### config.mk
export PLATFORM = sky130hd
export DESIGN_NAME = pc_sequencer
export DESIGN_NICKNAME = d
export VERILOG_FILES = /design/src/rtl/pc_sequencer.sv
export SDC_FILE = /design/constraint.sdc
export NUM_CORES = 1
export LEC_CHECK = 0
export BUFFER_PORTS_ARGS = -buffer_cell sky130_fd_sc_hd__buf_4
export CORE_ASPECT_RATIO = 0.5
export CORE_MARGIN = 4
export CORE_UTILIZATION = 48
export DETAILED_ROUTE_END_ITERATION = 6
export PLACE_DENSITY_LB_ADDON = 0.2
export RECOVER_POWER = 25
export SYNTH_ARGS = -nofsm -noshare
export SYNTH_HDL_FRONTEND = slang
export SYNTH_SLANG_ARGS = --single-unit
export TNS_END_PERCENT = 30
### constraint.sdc
create_clock -name clk -period 5.2 [get_ports clk]
set_clock_uncertainty 0.2 [all_clocks]
set_input_delay 0.52 -clock clk [delete_from_list [all_inputs] [get_ports clk]]
set_output_delay 0.52 -clock clk [all_outputs]
set_load 0.1 [all_outputs]
### src/rtl/pc_sequencer.sv
`default_nettype none
// +----------------------------------------------------------------------------+
// | pc_sequencer : fetch PC register with redirect priority, stall and flush   |
// | Rev 1.0 - initial release                                                  |
// +----------------------------------------------------------------------------+
module pc_sequencer #(
  parameter logic [31:0] RESET_PC     = 32'h0000_0000,
  parameter logic [31:0] TRAP_VEC     = 32'h0000_0080,
  parameter int          FLUSH_CYCLES = 2
) (
  input  logic        clk,
  input  logic        rst_n,
  input  logic        stall,
  input  logic        br_taken,
  input  logic [31:0] br_target,
  input  logic        jmp,
  input  logic [31:0] jmp_target,
  input  logic        trap,
  output logic [31:0] pc,
  output logic        pc_sel,
  output logic [31:0] pc_new,
  output logic        if_id_flush,
  output logic        id_ex_flush,
  output logic        fetch_valid
);

  typedef enum logic [1:0] {
    RUN   = 2'd0,
    STALL = 2'd1,
    FLUSH = 2'd2
  } state_t;

  localparam logic [1:0]  FLUSH_LOAD = 2'(FLUSH_CYCLES);
  localparam logic [31:0] ALIGN_MASK = 32'hFFFF_FFFC;

  state_t      state, state_nxt;
  logic [1:0]  cnt, cnt_nxt;
  logic [31:0] pc_nxt;
  logic        redirect;

  // Redirect resolution; everything is forced quiet while reset is held.
  always_comb begin
    redirect    = rst_n & (trap | jmp | br_taken);
    pc_new      = '0;
    if (rst_n) begin
      if (trap)          pc_new = TRAP_VEC   & ALIGN_MASK;
      else if (jmp)      pc_new = jmp_target & ALIGN_MASK;
      else if (br_taken) pc_new = br_target  & ALIGN_MASK;
    end
    pc_sel      = redirect;
    if_id_flush = redirect;
    id_ex_flush = rst_n & (redirect | stall);
  end

  always_comb begin
    state_nxt = state;
    cnt_nxt   = cnt;
    pc_nxt    = pc + 32'd4;
    if (redirect) begin
      pc_nxt    = pc_new;
      state_nxt = FLUSH;
      cnt_nxt   = FLUSH_LOAD;
    end else if (stall) begin
      // A stall inside FLUSH freezes the bubble count along with the PC.
      pc_nxt = pc;
      if (state != FLUSH) state_nxt = STALL;
    end else begin
      case (state)
        FLUSH: begin
          if (cnt <= 2'd1) begin
            state_nxt = RUN;
            cnt_nxt   = 2'd0;
          end else begin
            cnt_nxt = cnt - 2'd1;
          end
        end
        default: state_nxt = RUN;
      endcase
    end
  end

  always_ff @(posedge clk) begin
    if (!rst_n) begin
      pc    <= RESET_PC;
      state <= RUN;
      cnt   <= 2'd0;
    end else begin
      pc    <= pc_nxt;
      state <= state_nxt;
      cnt   <= cnt_nxt;
    end
  end

  assign fetch_valid = (state != FLUSH);

endmodule
`default_nettype wire

==> impl_metrics.prom <==
# TYPE chip_impl_metric gauge
chip_impl_info{name="outcome",value="complete, but fails checks"} 1
chip_impl_info{name="violations",value="max-capacitance violations, max-slew violations"} 1
chip_impl_metric{name="vias",unit=""} 3048
chip_impl_info{name="crit_path_end_kind",value="flip-flop"} 1
chip_impl_metric{name="yosys_warnings",unit=""} 0
chip_impl_info{name="critical_path.reg2reg.endpoint",value="pc[23]"} 1
chip_impl_metric{name="io_buffers",unit=""} 129
chip_impl_metric{name="ys_ff_latch",unit=""} 34
chip_impl_metric{name="setup_violations",unit=""} 0
chip_impl_metric{name="cts_inserted_buffers",unit=""} 5
chip_impl_info{name="synth_ff_type",value="sky130_fd_sc_hd__dfxtp_1"} 1
chip_impl_metric{name="tns",unit="ns"} 0
chip_impl_metric{name="timing_hold_violations_final",unit=""} 0
chip_impl_metric{name="drtAntennaViolNets",unit=""} 0
chip_impl_info{name="timing_worst_setup_path_type",value="input pin to flip-flop"} 1
chip_impl_metric{name="hold-path-cell-count",unit=""} 2
chip_impl_metric{name="cp.required",unit="ns"} 5.19
chip_impl_info{name="final_common_cell",value="sky130_fd_sc_hd__buf_4"} 1
chip_impl_metric{name="layout.cell_area.non_filler",unit="sq um"} 3330
chip_impl_info{name="timing.hold.worst.start",value="pc[8]"} 1
chip_impl_info{name="critPathLaunchType",value="input pin"} 1
chip_impl_metric{name="slew_at_the_pin_closest_to_its_max_slew_limit",unit="ns"} 2.06
chip_impl_metric{name="clk-insertion-delay-late",unit="ns"} 0.30
chip_impl_metric{name="synth_cell_types",unit=""} 64
chip_impl_metric{name="period_minus_slack",unit="ns"} 3.75
chip_impl_metric{name="synthDominantCellAreaShare",unit=""} 0.285
chip_impl_metric{name="grt_start_max_net_pins",unit=""} 36
chip_impl_metric{name="floorplan.initialDensity",unit=""} 0.520
chip_impl_info{name="cts_root_buf",value="sky130_fd_sc_hd__clkbuf_8"} 1
chip_impl_metric{name="die_area",unit="sq um"} 6240
chip_impl_metric{name="layout.nets",unit=""} 500
chip_impl_metric{name="post_route_cells_drive_above_1_share",unit=""} 0.321
chip_impl_metric{name="power.density",unit="nW/um^2"} 231
chip_impl_metric{name="synth_area",unit="sq um"} 2390
chip_impl_metric{name="cts_sink_cnt",unit=""} 34
chip_impl_metric{name="ctsHtreeMaxLevel",unit=""} 2
chip_impl_metric{name="grt_usage",unit=""} 0.285
chip_impl_metric{name="timing.final.crit_share",unit=""} 0.721
chip_impl_metric{name="max_freq",unit="MHz"} 267
chip_impl_metric{name="route.detailed.drc",unit=""} 0
chip_impl_metric{name="clkSlewWorstSetupHoldPaths",unit="ns"} 0.07
chip_impl_metric{name="synth_enable_flop_cells",unit=""} 0
chip_impl_metric{name="die_w",unit="um"} 108
chip_impl_metric{name="total_power",unit="uW"} 770
chip_impl_metric{name="power.leakage",unit="nW"} 1.42
chip_impl_metric{name="first_global_vias",unit=""} 2998
chip_impl_metric{name="num_rows",unit=""} 17
chip_impl_metric{name="routabilityCongestion",unit=""} 0.912
chip_impl_metric{name="initialDrtViolationCount",unit=""} 252
chip_impl_metric{name="sequential_fraction_of_the_synthesis_area",unit=""} 0.285
chip_impl_metric{name="crit_path_max_fanout",unit=""} 35
chip_impl_metric{name="crit_arrival",unit="ns"} 3.74
chip_impl_info{name="yosysTopAreaCell",value="sky130_fd_sc_hd__dfxtp_1"} 1
chip_impl_metric{name="flow.area_growth_from_synthesis",unit="%"} 39.4
chip_impl_metric{name="clockBufferDepth",unit=""} 2
chip_impl_info{name="worstHoldPathType",value="flip-flop to flip-flop"} 1
chip_impl_info{name="grt_setup_unrepaired",value="false"} 1
chip_impl_metric{name="wire_length_of_the_first_global_routing_pass",unit="um"} 14300
chip_impl_info{name="hold-path-endpoint",value="pc[8]"} 1
chip_impl_metric{name="place.detailed.hpwl",unit="um"} 6750
chip_impl_metric{name="grt_antenna_before_repair",unit=""} 0
chip_impl_metric{name="route.detailed.wl_per_inst",unit="um"} 18.2
chip_impl_metric{name="final.setup.worst_slack",unit="ns"} 1.45
chip_impl_info{name="cts_tree",value="yes"} 1
chip_impl_metric{name="timing.max_cap.violations",unit=""} 1
chip_impl_metric{name="final-max-slew-violation-count",unit=""} 18
chip_impl_metric{name="io_pins",unit=""} 138
chip_impl_metric{name="synthesis.area_per_instance",unit="sq um"} 7.61
chip_impl_metric{name="routed_wirelength",unit="um"} 9050
chip_impl_metric{name="core_area",unit="sq um"} 4590
chip_impl_metric{name="vias_per_inst",unit=""} 6.15
chip_impl_metric{name="cts-resized-gates",unit=""} 0
chip_impl_metric{name="die_span_y",unit="um"} 57.9
chip_impl_metric{name="diodes",unit=""} 0
chip_impl_info{name="rr_startpoint",value="pc[4]"} 1
chip_impl_metric{name="synthesis.instances",unit=""} 314
chip_impl_metric{name="place_worst_setup_slack",unit="ns"} 1.93
chip_impl_metric{name="count_of_hold_buffers_inserted_by_post_cts_repair",unit=""} 0
chip_impl_metric{name="reg2reg_slack",unit="ns"} 2.66
chip_impl_metric{name="ir_drop",unit="V"} 0.000138
chip_impl_metric{name="reg2regPathDepth",unit=""} 5
chip_impl_info{name="layout_common_cells",value="sky130_fd_sc_hd__buf_4, sky130_fd_sc_hd__nor2_1, sky130_fd_sc_hd__dfxtp_1"} 1
chip_impl_metric{name="globalRoute.totalOverflow",unit=""} 0
chip_impl_metric{name="post-cts-setup-buffers",unit=""} 0
chip_impl_metric{name="drt-pass1-iter-count",unit=""} 5
chip_impl_info{name="netlist_top_cells_area",value="sky130_fd_sc_hd__dfxtp_1, sky130_fd_sc_hd__a22oi_1, sky130_fd_sc_hd__nor2_1"} 1
chip_impl_metric{name="postPlaceCellArea",unit="sq um"} 3330
chip_impl_metric{name="max_slew_margin",unit=""} -0.383
chip_impl_metric{name="synth_async_sr_flop_share",unit=""} 0
## power breakdown
part	internal (mW)	switching [mW]	leakage (nW)
sequential	0.268	0.0105	0.277
clock	0.107	0.109	0.0472
combinational	0.0714	0.205	1.10
total	0.446	0.324	1.42
## routing by layer
| metal | track usage | share of wire |
|---|---|---|
| met5 | 0 | 0 |
| met1 | 0.359 | 0.40 |
| met2 | 0.484 | 0.48 |
| met3 | 0.0645 | 0.10 |
| met4 | 0.104 | 0.019 |
## through the flow
stage	util	cells	hold WS (ns)
floorplan	-	317	0.246
global placement	0.725	488	0.255
detailed placement	0.725	488	0.271
CTS	0.745	496	0.284
global route	0.725	496	0.304
finish	0.725	496	0.293
## final cells by class
class / count / area, sq um
inverters: 14 / 52.6
multi-input cells: 244 / 1530
clock inverters: 2 / 12.5
repair buffers: 130 / 893
fillers: 394 / 1260
well taps: 66 / 82.6
flip-flops and latches: 34 / 681
clock buffers: 6 / 82.6
## Yosys cell counts, drive strengths merged, types with 2 or more instances
cell	n
o221a	3
a31oi	7
inv	13
o22ai	9
a22oi	27
nor4	8
a211o	2
nand3b	2
o21ai	18
nor2b	2
or3	2
and2	2
nor2	48
a21o	2
xor2	5
a21oi	19
and3	6
o2111ai	2
nand2b	3
clkbuf	17
a211oi	2
nand2	14
and4	4
o21a	2
nand3	15
or4	2
buf	8
xnor2	2
or2	2
nand4	5
o211a	2
dfxtp	34
nor3	10
## cell families (layout without fill, tap and decap cells)
group / after synthesis / in the layout / synth area share
adder cells (fa/ha/maj): 1 / 1 / 0.00524
AO/OA/AOI/OAI: 104 / 104 / 0.294
other: 1 / 4 / 0.00157
buffers and inverters: 39 / 152 / 0.0770
multiplexers: 1 / 1 / 0.00419
flip-flops: 34 / 34 / 0.285
AND/OR/NAND/NOR: 127 / 127 / 0.307
XOR/XNOR: 7 / 7 / 0.0257
## sequential cells by signal, summed over array words and instances, names as in the netlist
| name | count |
|---|---|
| state | 2 |
| pc | 30 |
| cnt | 2 |
## worst max-delay path, cell delays in order
cell                      delay (ns)
sky130_fd_sc_hd__buf_4          0.23
sky130_fd_sc_hd__nor3_1         1.63
sky130_fd_sc_hd__nand2_1        0.79
sky130_fd_sc_hd__o221a_2        0.46
sky130_fd_sc_hd__o21a_1         0.10
## worst max path at each step
stage               startpoint    endpoint  slack (ns)  cells past startpoint
floorplan                  jmp  pc_new[10]        1.71                      6
global placement           jmp  pc_new[23]        2.00                      5
detailed placement         jmp  pc_new[23]        1.93                      5
CTS                        jmp  pc_new[23]        1.93                      5
global route               jmp      pc[28]        1.30                      5
finish                     jmp      pc[28]        1.45                      5
No activity file was read; power rests on OpenSTA's default activity.
